===== src/rtl/datapath_core.sv =====
// datapath_core: register-file datapath with a 16-way source bus, a small ALU
// feeding the accumulator, and PC/AC incrementers. The bus value is also the
// data-memory write data, so a store presents the selected register directly.
module datapath_core #(
  parameter int DW = 8,
  parameter int AW = 8
) (
  input  logic          clk,
  input  logic          rst_n,
  input  logic [12:0]   write_en,
  input  logic [3:0]    bus_ld,
  input  logic [1:0]    inc,
  input  logic [3:0]    alu_mode,
  input  logic [2:0]    clr,
  input  logic          dm_wr,
  input  logic [DW-1:0] im_rdata,
  input  logic [DW-1:0] dm_rdata,
  output logic [AW-1:0] im_addr,
  output logic [AW-1:0] dm_addr,
  output logic [AW-1:0] dm_bank,
  output logic          dm_we,
  output logic [DW-1:0] dm_wdata,
  output logic [7:0]    ir,
  output logic          z,
  output logic [DW-1:0] bus_out
);

  // Load-strobe bit positions within write_en
  localparam int WE_ARB = 12;
  localparam int WE_AR  = 11;
  localparam int WE_PC  = 10;
  localparam int WE_DR  = 9;
  localparam int WE_IR  = 8;
  localparam int WE_R   = 7;
  localparam int WE_TR  = 6;
  localparam int WE_AC  = 5;
  localparam int WE_R1  = 4;
  localparam int WE_R2  = 3;
  localparam int WE_RI  = 2;
  localparam int WE_RJ  = 1;
  localparam int WE_RK  = 0;

  typedef enum logic [3:0] {
    SRC_IM  = 4'd0,
    SRC_DM  = 4'd1,
    SRC_PC  = 4'd2,
    SRC_DR  = 4'd3,
    SRC_R   = 4'd4,
    SRC_AC  = 4'd5,
    SRC_TR  = 4'd6,
    SRC_R1  = 4'd7,
    SRC_R2  = 4'd8,
    SRC_RI  = 4'd9,
    SRC_RJ  = 4'd10,
    SRC_RK  = 4'd11
  } busSrcE;

  typedef enum logic [3:0] {
    ALU_ADD  = 4'd0,
    ALU_SUB  = 4'd1,
    ALU_MUL  = 4'd2
  } aluModeE;

  logic [AW-1:0]   r_arb, r_ar, r_pc;
  logic [DW-1:0]   r_dr, r_r, r_tr, r_ac, r_r1, r_r2, r_ri, r_rj, r_rk;
  logic [7:0]      r_ir;
  logic            r_z;

  logic [DW-1:0]   w_bus;
  logic [DW-1:0]   w_pcOnBus;
  logic [AW-1:0]   w_busToAddr;
  logic [7:0]      w_busToIr;
  logic [2*DW-1:0] w_prod;
  logic [DW-1:0]   w_aluResult;
  logic [DW-1:0]   w_acNext;
  logic            w_acTouched;

  // Width adapters between the DW-wide bus and the AW-wide / 8-bit registers
  if (AW >= DW) begin : g_pcTrunc
    assign w_pcOnBus = r_pc[DW-1:0];
  end else begin : g_pcExt
    assign w_pcOnBus = {{(DW-AW){1'b0}}, r_pc};
  end

  if (DW >= AW) begin : g_addrTrunc
    assign w_busToAddr = w_bus[AW-1:0];
  end else begin : g_addrExt
    assign w_busToAddr = {{(AW-DW){1'b0}}, w_bus};
  end

  if (DW >= 8) begin : g_irTrunc
    assign w_busToIr = w_bus[7:0];
  end else begin : g_irExt
    assign w_busToIr = {{(8-DW){1'b0}}, w_bus};
  end

  // Bus source multiplexer; codes 12-15 drive zero
  always_comb begin
    w_bus = '0;
    case (busSrcE'(bus_ld))
      SRC_IM: w_bus = im_rdata;
      SRC_DM: w_bus = dm_rdata;
      SRC_PC: w_bus = w_pcOnBus;
      SRC_DR: w_bus = r_dr;
      SRC_R:  w_bus = r_r;
      SRC_AC: w_bus = r_ac;
      SRC_TR: w_bus = r_tr;
      SRC_R1: w_bus = r_r1;
      SRC_R2: w_bus = r_r2;
      SRC_RI: w_bus = r_ri;
      SRC_RJ: w_bus = r_rj;
      SRC_RK: w_bus = r_rk;
      default: w_bus = '0;
    endcase
  end

  assign w_prod = {{DW{1'b0}}, r_ac} * {{DW{1'b0}}, w_bus};

  // ALU on pre-edge AC and bus; results wrap to DW bits, unknown modes pass the bus
  always_comb begin
    w_aluResult = w_bus;
    case (aluModeE'(alu_mode))
      ALU_ADD: w_aluResult = r_ac + w_bus;
      ALU_SUB: w_aluResult = r_ac - w_bus;
      ALU_MUL: w_aluResult = w_prod[DW-1:0];
      default: w_aluResult = w_bus;
    endcase
  end

  // Next AC with clear > load > increment; flags whether z must be refreshed
  always_comb begin
    w_acNext    = r_ac;
    w_acTouched = 1'b0;
    if (clr[2]) begin
      w_acNext    = '0;
      w_acTouched = 1'b1;
    end else if (write_en[WE_AC]) begin
      w_acNext    = w_aluResult;
      w_acTouched = 1'b1;
    end else if (inc == 2'b10) begin
      w_acNext    = r_ac + DW'(1);
      w_acTouched = 1'b1;
    end
  end

  // Register file update: async reset, then per-register clear > load > increment
  always_ff @(posedge clk or negedge rst_n) begin
    if (!rst_n) begin
      r_arb <= '0;
      r_ar  <= '0;
      r_pc  <= '0;
      r_dr  <= '0;
      r_ir  <= '0;
      r_r   <= '0;
      r_tr  <= '0;
      r_ac  <= '0;
      r_r1  <= '0;
      r_r2  <= '0;
      r_ri  <= '0;
      r_rj  <= '0;
      r_rk  <= '0;
      r_z   <= 1'b1;
    end else begin
      if (write_en[WE_ARB]) r_arb <= w_busToAddr;
      if (write_en[WE_AR])  r_ar  <= w_busToAddr;
      if (clr[0])                r_pc <= '0;
      else if (write_en[WE_PC])  r_pc <= w_busToAddr;
      else if (inc == 2'b01)     r_pc <= r_pc + AW'(1);
      if (write_en[WE_DR])  r_dr  <= w_bus;
      if (write_en[WE_IR])  r_ir  <= w_busToIr;
      if (write_en[WE_R])   r_r   <= w_bus;
      if (clr[1])                r_tr <= '0;
      else if (write_en[WE_TR])  r_tr <= w_bus;
      r_ac <= w_acNext;
      if (w_acTouched)      r_z   <= (w_acNext == '0);
      if (write_en[WE_R1])  r_r1  <= w_bus;
      if (write_en[WE_R2])  r_r2  <= w_bus;
      if (write_en[WE_RI])  r_ri  <= w_bus;
      if (write_en[WE_RJ])  r_rj  <= w_bus;
      if (write_en[WE_RK])  r_rk  <= w_bus;
    end
  end

  assign im_addr  = r_pc;
  assign dm_addr  = r_ar;
  assign dm_bank  = r_arb;
  assign dm_we    = dm_wr;
  assign dm_wdata = w_bus;
  assign ir       = r_ir;
  assign z        = r_z;
  assign bus_out  = w_bus;

endmodule


===== config.mk =====
export PLATFORM = sky130hd
export DESIGN_NAME = datapath_core
export DESIGN_NICKNAME = d
export VERILOG_FILES = /design/src/rtl/datapath_core.sv
export SDC_FILE = /design/constraint.sdc
export NUM_CORES = 1
export LEC_CHECK = 0
export BUFFER_PORTS_ARGS = -buffer_cell sky130_fd_sc_hd__buf_2
export CAP_MARGIN = 20
export CORE_MARGIN = 1
export CORE_UTILIZATION = 40
export DETAILED_ROUTE_END_ITERATION = 12
export SYNTH_ARGS = -nofsm -noshare
export SYNTH_HDL_FRONTEND = slang
export SYNTH_SLANG_ARGS = --single-unit

===== constraint.sdc =====
create_clock -name clk -period 7.2 [get_ports clk]
set_input_delay 0.36 -clock clk [delete_from_list [all_inputs] [get_ports clk]]
set_output_delay 0.36 -clock clk [all_outputs]
set_load 0.02 [all_outputs]

==> results of run 1 <==
worst max-delay path by stage:
stage               end  depth (start not counted)  startpoint
global placement      z                         21   bus_ld[1]
detailed placement    z                         21   bus_ld[1]
CTS                   z                         21   bus_ld[1]
floorplan             z                         22   bus_ld[2]
finish                z                         21   bus_ld[1]
global route          z                         22   bus_ld[0]
cell type report:
type | instances | area (µm²)
Multi-Input combinational cell | 557 | 3740
Clock inverter | 6 | 61.31
Sequential cell | 105 | 2629
Inverter | 43 | 161.4
Tap cell | 220 | 275.3
Clock buffer | 9 | 225.2
Fill cell | 1682 | 9054
Timing Repair Buffer | 104 | 555.5
flip-flops by register name (all words and copies together), names as in the netlist, 8 cells and up:
name     cells
dm_addr      8
dm_bank      8
im_addr      8
ir           8
r_ac         8
r_dr         8
r_r1         8
r_r2         8
r_r          8
r_ri         8
r_rj         8
r_rk         8
r_tr         8
synthesized netlist by cell type (7+ instances only):
| library cell | n |
|---|---|
| nor2_1 | 123 |
| xnor2_1 | 20 |
| nor3_1 | 14 |
| inv_1 | 39 |
| ha_1 | 27 |
| nor2b_1 | 15 |
| nand3b_1 | 15 |
| a21oi_1 | 109 |
| buf_4 | 12 |
| nand3_1 | 10 |
| mux2i_1 | 14 |
| o21ai_0 | 25 |
| and3_1 | 8 |
| nand2_1 | 23 |
| fa_1 | 13 |
| buf_1 | 13 |
| a211oi_1 | 10 |
| nor3b_1 | 8 |
| dfrtp_1 | 104 |
| clkbuf_1 | 31 |
| o211ai_1 | 7 |
| buf_2 | 9 |
worst register-to-register path, cell delays in order (launching register included):
cell and delay [ns]:
dfrtp_1 0.61, mux2_1 0.42, a32oi_1 0.19, o221ai_2 0.17
nor2_2 0.23, buf_4 0.30, nor2b_1 0.11, fa_1 0.41
fa_1 0.49, ha_1 0.29, inv_1 0.05, fa_1 0.52
inv_1 0.04, ha_1 0.33, a21o_1 0.18, a21oi_1 0.17
xnor2_1 0.15, xnor2_1 0.16, xnor3_1 0.35, mux2i_1 0.15
o31ai_1 0.27
kinds of logic after synthesis:
logic type | count (synthesis) | synth area share (%)
adders and majority gates | 40 | 8.655
buffers and inverters | 115 | 7.876
DFF | 105 | 38.04
xor gates and xnor gates | 29 | 4.273
and+or+nand+nor | 252 | 18.16
AOI/OAI and AO/OA | 210 | 18.96
muxes | 26 | 4.037
power breakdown:
| group | switching, mW | internal [mW] |
|---|---|---|
| logic | 0.349 | 0.206 |
| clock network | 0.251 | 0.242 |
| registers | 0.0617 | 0.666 |
routing by layer:
| layer | GRT usage (%) | share of wire (%) | routed length (µm) |
|---|---|---|---|
| met1 | 35.00 | 49 | 9965 |
| met3 | 3.082 | 5.9 | 1185 |
| met5 | 0 | 0 | 0 |
| met2 | 34.40 | 43 | 8659 |
| met4 | 7.071 | 2.1 | 416 |
metrics by stage:
step	utilization [%]	cells	worst slack (ns)	instance area, µm²
2_1_floorplan	-	777	1.750	6910
3_3_place_gp	44.01	1028	1.293	7351
3_5_place_dp	44.01	1028	1.158	7351
4_1_cts	45.79	1044	1.508	7647
5_1_grt	45.79	1044	1.147	7647
6_report	45.79	1044	1.472	7647
==> flow_metrics.env, run 1 <==
export IMPL_cts_tree="done"
export IMPL_holdCritStartpoint="clr[0]"
export IMPL_rr_worst_depth=20
export IMPL_crit_path_frequent_cell="inv_1"
export IMPL_grt_use_total_pct=23.22
export IMPL_nNetsFinal=905
export IMPL_r2r_slack_ns=1.54
export IMPL_ioPinCount=95
export IMPL_crit_path_top_delay_cell="buf_2"
export IMPL_synth_seq_cells=105
export IMPL_final_common_cell="nor2_1"
export IMPL_die_area_um2=17800
export IMPL_finalSetupViolCount=0
export IMPL_r2r_start="r_ac[2]"
export IMPL_finalCritPeriodShare_pct=79.55
export IMPL_syn_area_um2=6910
export IMPL_yosys_most_used_dff="dfrtp_1"
export IMPL_syn_num_nets=862
export IMPL_ys_warn_count=0
export IMPL_synth_seq_area_share_pct=38.04
export IMPL_cts_root_buf="clkbuf_16"
export IMPL_yosys_top_cells_area="dfrtp_1 38%, a21oi_1 7.9%, nor2_1 6.7%"
export IMPL_cp_data_arrival_time_ns=5.99
export IMPL_htree_num_levels=3
export IMPL_tightest_slew_ns=0.9689
export IMPL_avgSynthCellArea_um2=8.894
export IMPL_port_buffers=92
export IMPL_core_um2=16700
export IMPL_skew_ns=0.009074
export IMPL_diodes=0
export IMPL_hold_depth=2
export IMPL_grt_max_degree=75
export IMPL_path_delay_family="adder cells"
export IMPL_initial_core_util_pct=41.38
export IMPL_r2r_end="z"
export IMPL_drtAntennaViolNets=0
export IMPL_layout_min_cycle_time_ns=5.728
export IMPL_drt_first_pass_iters=5
export IMPL_clock_latency_ns=0.36
export IMPL_fmax_ghz=0.1746
export IMPL_drtIter0Drc=454
export IMPL_report_final_hold_viol_count=0
export IMPL_ctsHoldBuffers=1
export IMPL_power_per_cell_area_nw_per_um2=232.2
export IMPL_status="complete, no violations"
export IMPL_slowest_delay_ns=0.61
export IMPL_critPathBufInv=5
export IMPL_clock_sinks=105
export IMPL_route_vias_total=5889
export IMPL_ir_drop_uv=138.8
export IMPL_ctsResizeCount=0
export IMPL_synth_top_cell_area_share_pct=37.66
export IMPL_rows=47
export IMPL_grt_ovfl_total=0
export IMPL_drc=0
export IMPL_slew_violations=0
export IMPL_fin_hold_ws_ns=0.1955
export IMPL_synth_edf_count=0
export IMPL_fp_dieW_um=133.4
export IMPL_clk_pin_slew_worst_paths_ns=0.08
export IMPL_cts_buffer_depth=2
export IMPL_layout_drive_gt1_share_pct=16.99
export IMPL_yosysTopAreaCell="dfrtp_1"
export IMPL_synthArstFlopShare_pct=100.0
export IMPL_cap_violations=0
export IMPL_whs_endpoint="im_addr[0]"
export IMPL_p_total_mw=1.776
export IMPL_wire_per_inst_um=19.37
export IMPL_hold_class="in2reg"
export IMPL_numCtsBuffers=9
export IMPL_worst_path_max_fanout=43
export IMPL_synth_cell_types=81
export IMPL_final_cell_mix="122 x nor2_1, 109 x a21oi_1, 104 x dfrtp_1, 91 x buf_2, 39 x inv_1"
export IMPL_gp_congestion=0.8787
export IMPL_maxSlewHeadroom_pct=35.41
export IMPL_via_per_inst=5.641
export IMPL_crit_chain="buf_2 > mux2_2 > a32oi_1 > nand4_1 > nor2_1 > inv_1 > nand2_1 > fa_1 > inv_1 > ha_1 > fa_1 > inv_1 > fa_1 > inv_1 > ha_1 > a21oi_1 > xnor2_1 > xnor2_1 > xnor3_1 > mux2i_1 > o31ai_1"
export IMPL_grt_pass1_vias=5362
export IMPL_die_h_um=133.4
export IMPL_routed_wl_mm=20.23
export IMPL_crit_type="in2reg"
export IMPL_setup_worst_path_start_class="input port"
export IMPL_hpwl_mm=14.14
export IMPL_area_growth_syn_to_layout_pct=10.66
export IMPL_grt_antenna_before_repair=0
export IMPL_netlist_instances=777
export IMPL_crit_path_end_kind="flip-flop"
export IMPL_postCtsSetupRepairBufs=0
export IMPL_tns_ns=0
export IMPL_grt_pass1_wl_mm=31.63
export IMPL_power_static_leakage_nw=3.498
export IMPL_rsz0062_at_grt="no"
export IMPL_cp_required_ns=7.46
(Power assumes the default switching activity.)
==> inputs of run 2 (changes only) <==
- ABC_AREA: default -> 1
- clock period: 7.2 -> 4.97 ns (I/O delays scaled with it)
==> run 2 against run 1 <==
- register-to-register slack got worse by 1.0 ns
- combinational power rose by 19%
- count of clock-buffer cells in the layout rose by 3
- die area fell by 1.0%
- final cell count rose by 20%
- critical endpoint unchanged
- clock power rose by 42%
- clock skew fell by 0.0015 ns
- sequential share of layout area fell by 0.75 points
==> flow_metrics.env, run 2 <==
export IMPL_yosysTopAreaCell="dfrtp_1"
export IMPL_holdCritStartpoint="write_en[1]"
export IMPL_r2r_slack_ns=0.54
export IMPL_maxSlewHeadroom_pct=44.95
export IMPL_finalCritPeriodShare_pct=89.56
export IMPL_final_util_pct=46.98
export IMPL_ioPinCount=95
export IMPL_nNetsFinal=1118
export IMPL_p_total_mw=2.386
export IMPL_power_static_leakage_nw=4.336
export IMPL_route_vias_total=6394
export IMPL_finalSetupViolCount=0
export IMPL_tns_ns=0
export IMPL_hold_class="in2reg"
export IMPL_initial_core_util_pct=41.09
export IMPL_skew_ns=0.007549
export IMPL_hold_depth=2
export IMPL_layout_min_cycle_time_ns=4.451
export IMPL_rows=47
export IMPL_cap_violations=0
export IMPL_ff_latch_area_um2=2629
export IMPL_tightest_slew_ns=0.8257
export IMPL_postCtsSetupRepairBufs=0
export IMPL_fp_dieW_um=132.7
export IMPL_multi_input_area_um2=3457
export IMPL_synth_cell_types=39
export IMPL_ys_warn_count=0
export IMPL_power_share_clock_pct=29.4
export IMPL_grt_antenna_before_repair=0
export IMPL_crit_path_top_delay_cell="fa_1"
export IMPL_crit_type="in2reg"
export IMPL_clk_pin_slew_worst_paths_ns=0.08
export IMPL_crit_cells=30
export IMPL_die_h_um=132.7
export IMPL_drtAntennaViolNets=0
export IMPL_dr_max_layer_used="met4"
export IMPL_grt_pass1_wl_mm=32.59
export IMPL_synthArstFlopShare_pct=100.0
export IMPL_numCtsBuffers=9
export IMPL_r2r_end="z"
export IMPL_drtIter0Drc=387
export IMPL_yosys_top_cells_area="dfrtp_1 38%, nand2_1 16%, inv_1 7.3%"
export IMPL_whs_endpoint="r_rj[7]"
export IMPL_cp_required_ns=5.27
export IMPL_grt_max_degree=58
export IMPL_worst_path_max_fanout=5
export IMPL_fillCellCount=1730
export IMPL_dp_slack_ns=0.1574
export IMPL_synth_edf_count=0
export IMPL_cts_root_buf="clkbuf_16"
export IMPL_path_delay_family="adder cells"
export IMPL_slowest_delay_ns=0.54
export IMPL_status="complete, no violations"
export IMPL_area_growth_syn_to_layout_pct=14.35
export IMPL_netlist_instances=947
export IMPL_rsz0062_at_grt="no"
export IMPL_setup_worst_path_start_class="input port"
export IMPL_cts_tree="done"
export IMPL_rr_worst_depth=29
export IMPL_hpwl_mm=14.93
export IMPL_port_buffers=92
export IMPL_synthTopCellsByCount="293 x nand2_1, 133 x inv_1, 104 x dfrtp_1"
export IMPL_post_dp_cell_area_um2=7526
export IMPL_wl_met3_um=984
export IMPL_cp_data_arrival_time_ns=4.75
export IMPL_report_final_hold_viol_count=0
export IMPL_critPathBufInv=7
export IMPL_wl_met2_mm=9.237
export IMPL_gp_congestion=0.8911
export IMPL_cts_buffer_depth=2
export IMPL_ctsResizeCount=0
export IMPL_swShare_pct=35.87
export IMPL_yosys_most_used_dff="dfrtp_1"
export IMPL_final_cell_mix="293 x nand2_1, 133 x inv_1, 104 x dfrtp_1, 97 x o21ai_0, 91 x buf_2"
export IMPL_core_um2=16640
export IMPL_wire_per_inst_um=16.12
export IMPL_power_per_cell_area_nw_per_um2=305.2
export IMPL_crit_path_end_kind="flip-flop"
export IMPL_synth_seq_cells=105
export IMPL_htree_num_levels=3
export IMPL_r2r_start="im_addr[4]"
export IMPL_die_area_um2=17620
export IMPL_layout_setup_ws_ns=0.5187
export IMPL_synth_seq_area_share_pct=38.44
export IMPL_switching_power_mw=0.8560
export IMPL_internal_power_mw=1.530
export IMPL_drt_first_pass_iters=5
export IMPL_grt_ovfl_total=0
export IMPL_wl_met1_mm=9.464
export IMPL_syn_num_nets=1032
export IMPL_fmax_ghz=0.2247
export IMPL_diodes=0
export IMPL_final_common_cell="nand2_1"
export IMPL_drc=0
export IMPL_clock_latency_ns=0.36
export IMPL_slew_violations=0
export IMPL_crit_path_frequent_cell="nand2_1"
export IMPL_grt_pass1_vias=6091
export IMPL_design_area_um2=7819
export IMPL_ir_drop_uv=267.5
export IMPL_avgSynthCellArea_um2=7.220
export IMPL_routed_wl_mm=20.28
export IMPL_clock_sinks=105
export IMPL_pwr_share_seq_pct=42.8
export IMPL_synth_most_common_cell="nand2_1"
export IMPL_synth_top_cell_area_share_pct=38.06
export IMPL_grt_use_total_pct=24.28
export IMPL_comb_power_share_pct=27.8
export IMPL_syn_area_um2=6838
export IMPL_layout_drive_gt1_share_pct=15.41
export IMPL_via_per_inst=5.083
[run 2: power by group through the flow]
stage / Sequential [mW] / Clock [mW] / Combinational [mW]
6_report: 1.02 / 0.702 / 0.663
5_1_grt: 1.03 / 0.744 / 0.745
4_1_cts: 1.02 / 0.719 / 0.665
3_5_place_dp: 1.03 / 0 / 0.663
3_3_place_gp: 1.03 / 0 / 0.653
2_1_floorplan: 1.05 / 0 / 0.406
[run 2: kinds of logic (layout without fill, tap and decap cells)]
group / Yosys count / in the layout / share of synthesized area [%]
xor+xnor: 11 / 11 / 1.519
fa+ha+maj: 40 / 40 / 8.747
simple gates: 456 / 456 / 28.00
flops: 105 / 105 / 38.44
compound gates: 153 / 153 / 12.30
buf+inv: 182 / 273 / 11.00
[run 2: worst register-to-register path: cells and delay by family, from the launching register on]
family / cells / cell delay, ns
adders and majority gates: 5 / 2.06
buffers and inverters: 6 / 0.41
AOI/OAI and AO/OA: 1 / 0.14
DFF: 1 / 0.44
and+or+nand+nor: 17 / 1.30
[run 2: worst max path at each step]
stage                from  to  slack (ns)
2_1_floorplan     r_ac[4]   z        0.58
3_3_place_gp    bus_ld[0]   z         0.1
3_5_place_dp    bus_ld[0]   z        0.16
4_1_cts        im_addr[4]   z        0.51
5_1_grt         bus_ld[3]   z        0.07
6_report        bus_ld[0]   z        0.52
[run 2: area by class of cell]
cell class	count	share of cell area, %
Clock buffer	12	3.152
Clock inverter	4	0.4641
Inverter	141	6.769
Multi-Input combinational cell	660	44.22
Sequential cell	105	33.62
Tap cell	220	3.521
Timing Repair Buffer	116	8.257
[run 2: per-layer routing]
| layer | vias to the layer above | track usage [%] |
|---|---|---|
| met2 | 183 | 38.92 |
| met1 | 3021 | 32.78 |
| met5 | - | 0 |
| met3 | 39 | 4.023 |
| met4 | 0 | 9.579 |
| li1 | 3151 | - |
[run 2: through the flow]
stage                     std cells  hold WS (ns)
after floorplan                 947      -0.04709
after global placement         1241        0.3748
after detailed placement       1241        0.3692
after CTS                      1258        0.1256
after global routing           1258        0.1518
final                          1258        0.1337
[run 2: repair_timing]
| item | 4_1_cts | 5_1_grt |
|---|---|---|
| endpoints found under the setup margin | 0 | 0 |
| endpoints found under the hold margin | 9 | 0 |
| hold buffers | 1 | 0 |
==> inputs of run 3 (changes only) <==
- RECOVER_POWER: default -> 25
==> run 3 against run 2 <==
- the flow now finishes with violations (capacitance limit, slew limit)
- die area did not move
- critical path depth is the same
- first-iteration DRC count is 3.4% lower
- non-clock buffer count did not move
- critical path type unchanged
==> flow_metrics.env, run 3 (synthesized netlist as in run 2, its figures left out) <==
export IMPL_status="finished with violations"
export IMPL_violations="capacitance limit, slew limit"
export IMPL_clock_sinks=105
export IMPL_drtAntennaViolNets=0
export IMPL_crit_path_end_kind="flip-flop"
export IMPL_path_delay_family="adder cells"
export IMPL_wire_per_inst_um=16.11
export IMPL_htree_num_levels=3
export IMPL_crit_path_top_delay_cell="fa_1"
export IMPL_core_um2=16640
export IMPL_power_per_cell_area_nw_per_um2=305.4
export IMPL_dp_slack_ns=0.1574
export IMPL_final_cell_mix="293 x nand2_1, 133 x inv_1, 104 x dfrtp_1, 97 x o21ai_0, 68 x buf_2"
export IMPL_die_h_um=132.7
export IMPL_critPathBufInv=7
export IMPL_postCtsSetupRepairBufs=0
export IMPL_hold_class="in2reg"
export IMPL_rows=47
export IMPL_ctsResizeCount=0
export IMPL_grt_pass1_wl_mm=32.59
export IMPL_ir_drop_uv=263.7
export IMPL_nNetsFinal=1118
export IMPL_slew_violations=58
export IMPL_tightest_slew_ns=3.420
export IMPL_grt_use_total_pct=24.28
export IMPL_fp_dieW_um=132.7
export IMPL_rr_worst_depth=29
export IMPL_final_common_cell="nand2_1"
export IMPL_skew_ns=0.006929
export IMPL_ioPinCount=95
export IMPL_drtIter0Drc=374
export IMPL_drt_first_pass_iters=6
export IMPL_power_static_leakage_nw=4.240
export IMPL_worst_path_max_fanout=5
export IMPL_tns_ns=0
export IMPL_rsz0062_at_grt="no"
export IMPL_maxSlewHeadroom_pct=-128.0
export IMPL_die_area_um2=17620
export IMPL_area_growth_syn_to_layout_pct=13.87
export IMPL_initial_core_util_pct=41.09
export IMPL_clk_pin_slew_worst_paths_ns=0.07
export IMPL_cts_root_buf="clkbuf_16"
export IMPL_whs_endpoint="r_rj[7]"
export IMPL_r2r_end="z"
export IMPL_fmax_ghz=0.2248
export IMPL_grt_pass1_vias=6091
export IMPL_drc=0
export IMPL_cts_buffer_depth=2
export IMPL_finalCritPeriodShare_pct=89.49
export IMPL_cts_tree="done"
export IMPL_cp_required_ns=5.27
export IMPL_hpwl_mm=14.93
export IMPL_crit_path_frequent_cell="nand2_1"
export IMPL_layout_min_cycle_time_ns=4.448
export IMPL_crit_type="in2reg"
export IMPL_route_vias_total=6373
export IMPL_numCtsBuffers=9
export IMPL_cp_data_arrival_time_ns=4.75
export IMPL_crit_cells=30
export IMPL_r2r_slack_ns=0.52
export IMPL_holdCritStartpoint="write_en[1]"
export IMPL_routed_wl_mm=20.26
export IMPL_layout_drive_gt1_share_pct=13.10
export IMPL_cap_violations=1
export IMPL_setup_worst_path_start_class="input port"
export IMPL_port_buffers=92
export IMPL_clock_latency_ns=0.36
export IMPL_layout_setup_ws_ns=0.5225
export IMPL_diodes=0
export IMPL_grt_ovfl_total=0
export IMPL_report_final_hold_viol_count=0
export IMPL_r2r_start="im_addr[3]"
export IMPL_slowest_delay_ns=0.54
export IMPL_grt_antenna_before_repair=0
export IMPL_gp_congestion=0.8911
export IMPL_via_per_inst=5.066
export IMPL_grt_max_degree=58
export IMPL_hold_depth=2
export IMPL_finalSetupViolCount=0
[run 3: cell count changes in the layout (fill, tap and decap cells not counted), sizes merged]
cell,before,now
clkbuf,12,36
buf,115,91
[run 3: per-layer routing]
layer / vias up / share of wire [%] / track usage (%)
met5: - / 0 / 0
met4: 0 / 3.0 / 9.579
met3: 39 / 5.3 / 4.023
met2: 183 / 45 / 38.92
met1: 3000 / 47 / 32.78
li1: 3151 / - / -
[run 3: area by class of cell]
class / instances / area, µm²
multi-input cells: 660 / 3457
clock buffers: 12 / 246.5
inverters: 141 / 529.3
flip-flops and latches: 105 / 2629
clock inverters: 4 / 36.28
repair buffers: 116 / 613.1
fillers: 1736 / 8856
well taps: 220 / 275.3
[run 3: worst max-delay path by stage]
stage / start / to / slack (ns)
2_1_floorplan: r_ac[4] / z / 0.58
3_3_place_gp: bus_ld[0] / z / 0.1
3_5_place_dp: bus_ld[0] / z / 0.16
4_1_cts: im_addr[4] / z / 0.51
5_1_grt: bus_ld[3] / z / 0.07
6_report: bus_ld[0] / z / 0.52
[run 3: worst reg2reg max path: cells and delay by family (launching register included)]
family,cells,cell delay [ns]
AO/OA/AOI/OAI,1,0.14
adder cells (fa/ha/maj),5,2.03
flip-flops,1,0.47
buffers and inverters,6,0.46
AND/OR/NAND/NOR,17,1.29
[run 3: repair_timing]
action / 4_1_cts / 5_1_grt
endpoints found under the setup margin: 0 / 0
endpoints found under the hold margin: 9 / 0
hold buffers: 1 / 0
[run 3: where the power goes]
| group | internal, mW | total (mW) | leakage [nW] | switching, mW |
|---|---|---|---|---|
| registers | 0.952 | 1.02 | 1.41 | 0.0694 |
| logic | 0.210 | 0.657 | 2.69 | 0.446 |
| clock network | 0.362 | 0.700 | 0.141 | 0.339 |
| total | 1.52 | 2.38 | 4.24 | 0.855 |
[run 3: metrics by stage]
stage	power (mW)	util, %	hold slack (ns)	area, µm²	instances
finish	2.378	46.79	0.1342	7786	1258
detailed placement	1.696	45.22	0.3692	7526	1241
global route	2.513	46.79	0.1518	7786	1258
global placement	1.687	45.22	0.3748	7526	1241
floorplan	1.459	-	-0.04709	6838	947
CTS	2.403	46.98	0.1256	7819	1258
